`src/rtl/cdc_pkg.sv`:
```
// Shared types and constants for the clock-domain-crossing handshake blocks.
//   hs_rx_state_t   : receive-side handshake FSM encoding
//   MIN_SYNC_STAGES : shallowest synchroniser depth that is accepted
package cdc_pkg;

  typedef enum logic [1:0] {
    ST_IDLE = 2'd0,
    ST_HOLD = 2'd1,
    ST_ACK  = 2'd2
  } hs_rx_state_t;

  localparam int MIN_SYNC_STAGES = 2;

endpackage

```
`src/rtl/cdc_sync_bit.sv`:
```
// N-stage single-bit synchroniser with asynchronous active-high reset.
// Ports:
//   clk_i : destination clock
//   rst_i : asynchronous active-high reset, loads RESET_VAL into every stage
//   d_i   : asynchronous input bit
//   q_o   : synchronised bit (last stage)
module cdc_sync_bit
  import cdc_pkg::*;
#(
  parameter int   STAGES    = 2,
  parameter logic RESET_VAL = 1'b0
) (
  input  logic clk_i,
  input  logic rst_i,
  input  logic d_i,
  output logic q_o
);

  if (STAGES < MIN_SYNC_STAGES) begin : g_bad_stages
    $error("cdc_sync_bit: STAGES must be >= %0d", MIN_SYNC_STAGES);
  end

  (* ASYNC_REG = "TRUE" *) logic [STAGES-1:0] sync_q;

  always_ff @(posedge clk_i or posedge rst_i) begin
    if (rst_i) sync_q <= {STAGES{RESET_VAL}};
    else       sync_q <= {sync_q[STAGES-2:0], d_i};
  end

  assign q_o = sync_q[STAGES-1];

endmodule

```
`src/rtl/cdc_hs_rx.sv`:
```
// Destination endpoint of a 4-phase req/ack crossing. Synchronises REQ_i,
// captures DATA_i once per handshake, offers it on a valid/ready interface
// and returns ACK_o once the word has been taken downstream.
// Ports:
//   CLK_i, RST_i  : destination clock, async active-high reset
//   REQ_i, DATA_i : source request (asynchronous) and held data word
//   ACK_o         : registered acknowledge back to the source
//   VALID_o, READY_i, DATA_o : downstream valid/ready word interface
//   ERR_o         : sticky flag, source dropped REQ before it was acked
//   XFER_CNT_o    : wrapping count of words accepted downstream
//
// state   | meaning
// IDLE    | waiting for synchronised request, ACK low, nothing offered
// HOLD    | word captured and offered downstream, waiting for READY_i
// ACK     | word taken, ACK high until the source drops its request
module cdc_hs_rx
  import cdc_pkg::*;
#(
  parameter int DATA_W      = 8,
  parameter int SYNC_STAGES = 2,
  parameter int CNT_W       = 16
) (
  input  logic              CLK_i,
  input  logic              RST_i,
  input  logic              REQ_i,
  input  logic [DATA_W-1:0] DATA_i,
  output logic              ACK_o,
  output logic              VALID_o,
  input  logic              READY_i,
  output logic [DATA_W-1:0] DATA_o,
  output logic              ERR_o,
  output logic [CNT_W-1:0]  XFER_CNT_o
);

  if (SYNC_STAGES < MIN_SYNC_STAGES) begin : g_bad_stages
    $error("cdc_hs_rx: SYNC_STAGES must be >= %0d", MIN_SYNC_STAGES);
  end

  logic req_s;

  cdc_sync_bit #(
    .STAGES    (SYNC_STAGES),
    .RESET_VAL (1'b0)
  ) u_req_sync (
    .clk_i (CLK_i),
    .rst_i (RST_i),
    .d_i   (REQ_i),
    .q_o   (req_s)
  );

  hs_rx_state_t      state_q, state_d;
  logic              ack_q, ack_d;
  logic              valid_q, valid_d;
  logic              err_q, err_d;
  logic [DATA_W-1:0] data_q, data_d;
  logic [CNT_W-1:0]  cnt_q, cnt_d;

  always_ff @(posedge CLK_i or posedge RST_i) begin
    if (RST_i) begin
      state_q <= ST_IDLE;
      ack_q   <= 1'b0;
      valid_q <= 1'b0;
      err_q   <= 1'b0;
      data_q  <= '0;
      cnt_q   <= '0;
    end else begin
      state_q <= state_d;
      ack_q   <= ack_d;
      valid_q <= valid_d;
      err_q   <= err_d;
      data_q  <= data_d;
      cnt_q   <= cnt_d;
    end
  end

  always_comb begin
    state_d = state_q;
    ack_d   = ack_q;
    valid_d = valid_q;
    err_d   = err_q;
    data_d  = data_q;
    cnt_d   = cnt_q;
    case (state_q)
      ST_IDLE: begin
        ack_d   = 1'b0;
        valid_d = 1'b0;
        if (req_s) begin
          // DATA_i has been stable since before REQ_i rose, so it is safe to
          // sample directly once the request has made it through the chain.
          data_d  = DATA_i;
          valid_d = 1'b1;
          state_d = ST_HOLD;
        end
      end
      ST_HOLD: begin
        if (!req_s) err_d = 1'b1;
        // A withdrawn request still lets the captured word go downstream,
        // but no ack is returned for it.
        if (valid_q && READY_i) begin
          valid_d = 1'b0;
          cnt_d   = cnt_q + CNT_W'(1);
          if (req_s) begin
            ack_d   = 1'b1;
            state_d = ST_ACK;
          end else begin
            state_d = ST_IDLE;
          end
        end
      end
      ST_ACK: begin
        if (!req_s) begin
          ack_d   = 1'b0;
          state_d = ST_IDLE;
        end
      end
      default: begin
        ack_d   = 1'b0;
        valid_d = 1'b0;
        state_d = ST_IDLE;
      end
    endcase
  end

  assign ACK_o      = ack_q;
  assign VALID_o    = valid_q;
  assign DATA_o     = data_q;
  assign ERR_o      = err_q;
  assign XFER_CNT_o = cnt_q;

endmodule

```
`config.mk`:
```
export PLATFORM = sky130hd
export DESIGN_NAME = cdc_hs_rx
export DESIGN_NICKNAME = d
export VERILOG_FILES = /design/src/rtl/cdc_pkg.sv /design/src/rtl/cdc_sync_bit.sv /design/src/rtl/cdc_hs_rx.sv
export SDC_FILE = /design/constraint.sdc
export NUM_CORES = 1
export LEC_CHECK = 0
export ABC_CLOCK_PERIOD_IN_PS = 1700
export CAP_MARGIN = 20
export CORE_MARGIN = 2
export CORE_UTILIZATION = 41
export DETAILED_ROUTE_END_ITERATION = 12
export HOLD_SLACK_MARGIN = 0.05
export PLACE_DENSITY = 0.78
export SLEW_MARGIN = 10
export SYNTH_ARGS = -nofsm -noshare
export SYNTH_HDL_FRONTEND = slang
export SYNTH_HIERARCHICAL = 1
export SYNTH_SLANG_ARGS = --single-unit
```
`constraint.sdc`:
```
create_clock -name CLK_i -period 1.7 [get_ports CLK_i]
set_input_delay 0.34 -clock CLK_i [delete_from_list [all_inputs] [get_ports CLK_i]]
set_output_delay 0.34 -clock CLK_i [all_outputs]
set_load 0.01 [all_outputs]
```
Yosys cells after proc, flatten, opt, wreduce, memory -nomap -nowiden:

Index checks and enable logic that the tools add are counted.

* flip-flop bits (word level): 31
* latch bits: 0
* RAM bits: 0
* ROM bits: 0
* word-level logic and storage cells: 36
* memories: 0

* $add $sub $neg: 1
* multipliers: 0
* divide/modulo/power cells: 0
* order comparisons: 0
* equal/unequal tests: 6
* shift-type cells: 0
* multiplexer cells: 12
* bitwise gates (word level): 2
* reductions and logical operators: 8

Operators with widths (number)
* $add 16x1->16 const B: 1
* $mux 2: 4
* $reduce_and 2->1: 4
* $pmux 2 s3: 1
* $reduce_and 3->1: 2
* $mux 1: 5
* $ne 2x1->1 const B: 2
* $ne 2x2->1 const B: 2
* $pmux 1 s3: 1
* $eq 2x1->1 const B: 1
* $eq 2x2->1 const B: 1
* $logic_not 2->1: 1
* $not 1->1: 2
* $pmux 1 s2: 1
* $logic_and 1x1->1: 1

Longest topological paths before layout:

* depth in word-level cells: 3
* depth in mapped cells: 5

Hierarchy:

Netlist, hierarchy kept.

Modules (own cells, without submodules)
* cdc_hs_rx: instances 1, cells an instance 104, area an instance 1268.7 um2, sequential area each 725.7 um2
* cdc_sync_bit: instances 1, cells an instance 3, area an instance 53.8 um2, sequential area each 50.0 um2

Worst setup path before layout:

Ideal clock, no wire load.

* kind: register to register
* start: reg valid_q (netlist: VALID_o)
* end: reg cnt_q[13] (netlist: XFER_CNT_o[13])
* library setup time: 0.126 ns
* arrival: 1.451 ns
* slack: 0.123 ns
* stages on the path, launching flop included: 5
* path buffers: 0
* clock period less this slack: 1.577 ns
* path through: dfrtp_1 nand4b_4 or4_4 nand2b_4 xnor2_1

* cells in the longest elaborated chain, start to end: 2

Ends and longest elaborated chain
* start: declaration: RTL line cdc_hs_rx.sv:53 `logic valid_q, valid_d;`
* start signal: assignment: RTL line cdc_hs_rx.sv:69 `valid_q <= valid_d;`
* $logic_and 1x1->1: RTL line cdc_hs_rx.sv:99 `if (valid_q && READY_i) begin`
* $reduce_and 2->1 (no source line)
* end signal: assignment: RTL line cdc_hs_rx.sv:72 `cnt_q <= cnt_d;`
* end: declaration: RTL line cdc_hs_rx.sv:56 `logic [CNT_W-1:0] cnt_q, cnt_d;`

No other way between the ends.
A chain may end at the register's enable or synchronous reset.

Worst setup path in the final report:

* start: reg cnt_q[7] (netlist: XFER_CNT_o[7])
* end: out XFER_CNT_o[7]

RTL lines
* end: declaration: RTL line cdc_hs_rx.sv:32 `output logic [CNT_W-1:0] XFER_CNT_o`

No word-level cell between the ends.

==> impl_metrics.yaml <==
final_layout:
  multi_input_area_um2: 527
  syn2layout_area_growth_pct: 43.8
  nets: 175
  drive_gt1_share_pct: 21.1
  seqCellArea_um2: 782
  fin_cells: 205
  fin_util_pct: 62.3
  antenna_cells: 0
  fin_area_um2: 1900
  nFillCells: 251
synth:
  netlist_area_um2: 1320
  synth_area_leaders: "dfrtp_1 59%, mux2_2 6.8%, xnor2_1 5.3%"
  async_flop_share_pct: 100
  synth_ff_type: "dfrtp_1"
  yosys.area.top_type: "dfrtp_1"
  synth.top_cell.area_share_pct: 58.7
  synth_nets: 120
  ys_seq_area_share_pct: 58.7
  synth-seq-cells: 31
  synth.avg_cell_area_um2: 12.4
  yosysWarnings: 6
  synth-edff-count: 0
  syn_inst: 107
  synth_cell_types: 29
hold_path:
  hp-class: "in -> async"
status:
  status: "complete, no violations"
route:
  route.met2.wl_um: 1260
  drc: 0
  wirelength_um: 2640
  ant_nets: 0
  viasPerCell: 4.81
  detail_route.wl_per_cell_um: 12.9
  wl_met3_um: 186
  drt-initial-drc-count: 19
  dr.pass1.iters: 4
  via_count: 987
  highest_layer: "met4"
  met1_length_um: 1140
clock_network:
  clockBufferDepth: 2
  clk_pin_slew_ns: 0.09
  cts_hold_buf: 0
  htreeDepth: 2
  cts-root-buf: "clkbuf_4"
  cts_buffers: 5
  cts_tree: "yes"
  cts_sinks: 31
  insertion_delay_ns: 0.32
power_and_ir_drop:
  leakagePower_nw: 0.907
  pwr_density_cell_nw_per_um2: 1230
  vdd_drop_max_mv: 0.682
sta:
  slew_headroom_pct: 73.3
  fmax_ghz: 0.608
  period_needed_ns: 1.64
  rsz0062_at_grt: "no"
  finClkSkew_ns: 0.00843
  whs_ns: 0.193
  timing.final.crit_share_pct: 96.7
  worstMarginPinSlew_ns: 0.400
  hold_violations: 0
  setup_viol_count_final: 0
  drv_slew: 0
placed_design:
  dpl-instance-area_um2: 1800
  gp_congestion: 0.791
  place_hpwl_um: 1920
  port_buffers: 38
  dpl.cell_count: 193
floorplan:
  num_rows: 20
  dieArea_um2: 3700
  coreArea_um2: 3050
  ios: 39
  start_util_pct: 43.3
  die_w_um: 60.8
  dieHeight_um: 60.8
setup_path:
  end_kind: "primary output"
  ff2ff_path_depth: 4
  cp.buffers_inverters: 1
  start_kind: "flip-flop"
  crit_arrival_ns: 1.30
  rr_endpoint: "XFER_CNT_o[13]$_DFFE_PP0P_"
  r2r_slack_ns: 0.14
  cpLargestDelayFamily: "buffers and inverters"
  crit_type: "reg -> out"
  cp_max_fo: 5
  cp-startpoint: "XFER_CNT_o[7]$_DFFE_PP0P_"
  critPathRequiredTime_ns: 1.36
  cp_slowest_stage_delay_ns: 0.56
  r2r-start: "state_q[0]$_DFFE_PP0P_"
  path_cells: "clkdlybuf4s50_1"
  crit_slowest_cell: "clkdlybuf4s50_1"
global_routing:
  track_usage_pct: 16.3
  grt_pass1_wl_um: 4320
  antenna_found_initial: 0
  grt_max_degree: 22
  grt_overflow: 0
  grt_pass1_vias: 993
job:
  maxCapViolCount: 0
-- power breakdown --
group          internal (mW)  leakage [nW]  switching [mW]
clock network          0.147        0.0242           0.217
registers              0.918         0.389           0.142
logic                  0.555         0.493           0.352
total                   1.62         0.907           0.711
-- registers in the layout, summed over array words and instances, names as in the netlist --
| signal | count |
|---|---|
| XFER_CNT_o | 16 |
| DATA_o | 8 |
| state_q | 2 |
| u_req_sync/sync_q | 2 |
| ACK_o | 1 |
| ERR_o | 1 |
| VALID_o | 1 |
-- layer usage --
| metal | up-vias | GRT usage, % |
|---|---|---|
| met5 | - | 0 |
| met4 | 0 | 8.70 |
| met3 | 7 | 6.82 |
| met2 | 35 | 24.9 |
| met1 | 471 | 19.6 |
| li1 | 474 | - |
-- worst max-delay path by stage --
stage,endpoint,slack [ns],depth (start not counted)
floorplan,XFER_CNT_o[13]$_DFFE_PP0P_,0.12,4
global placement,XFER_CNT_o[13]$_DFFE_PP0P_,-0.31,5
detailed placement,XFER_CNT_o[13]$_DFFE_PP0P_,-0.32,5
CTS,VALID_o,0.001,2
global route,XFER_CNT_o[6],0.005,1
finish,XFER_CNT_o[7],0.06,1
-- metrics by stage --
stage	setup TNS [ns]	total power, mW	setup slack (ns)
after floorplan	0	1.45	0.123
after global placement	-2.12	1.88	-0.313
after detailed placement	-2.30	1.91	-0.324
after CTS	0	2.31	0.00131
after global routing	0	2.49	0.00468
final	0	2.33	0.0560
-- what timing repair did --
action / 4_1_cts / 5_1_grt
endpoints found under the setup margin: 5 / 11
setup buffers: 1 / 5
resized for setup: 4 / 5
-- layout by cell type (no fill, tap or decap), drive strengths merged, types with 2 or more instances in the layout --
cell type	n
dfrtp	31
xor2	7
xnor2	8
mux2	8
nand2	11
nand2b	3
nand3	5
nand4	4
nor2	6
clkdlybuf4s50	34
buf	11
and3	2
and4	3
inv	4
clkbuf	6
dlymetal6s2s	3
-- cells by family after synthesis --
group                    count (synthesis)  synth area share [%]
flip-flops                              31                  58.7
AND/OR/NAND/NOR                         40                  18.7
XOR/XNOR                                15                  9.93
adder cells (fa/ha/maj)                  1                 0.946
buffers and inverters                    5                  1.51
multiplexers                             8                  6.81
AO/OA/AOI/OAI                            7                  3.41
-- synth_stat cells, types with 2 or more instances --
library cell,count
mux2_2,8
xnor2_1,8
xor2_1,7
nand2b_1,2
nand3_1,5
dfrtp_1,31
nand4_1,4
nand2_1,11
and4_1,3
inv_1,4
nor2_1,5
and3_1,2
-- layout make-up --
class / count / area share (%)
tap: 44 / 2.89
timing repair buffer: 49 / 25.3
clock buffer: 6 / 2.17
sequential: 31 / 41.1
multi-input combinational: 71 / 27.7
inverter: 4 / 0.789
(Power assumes the default switching activity.)
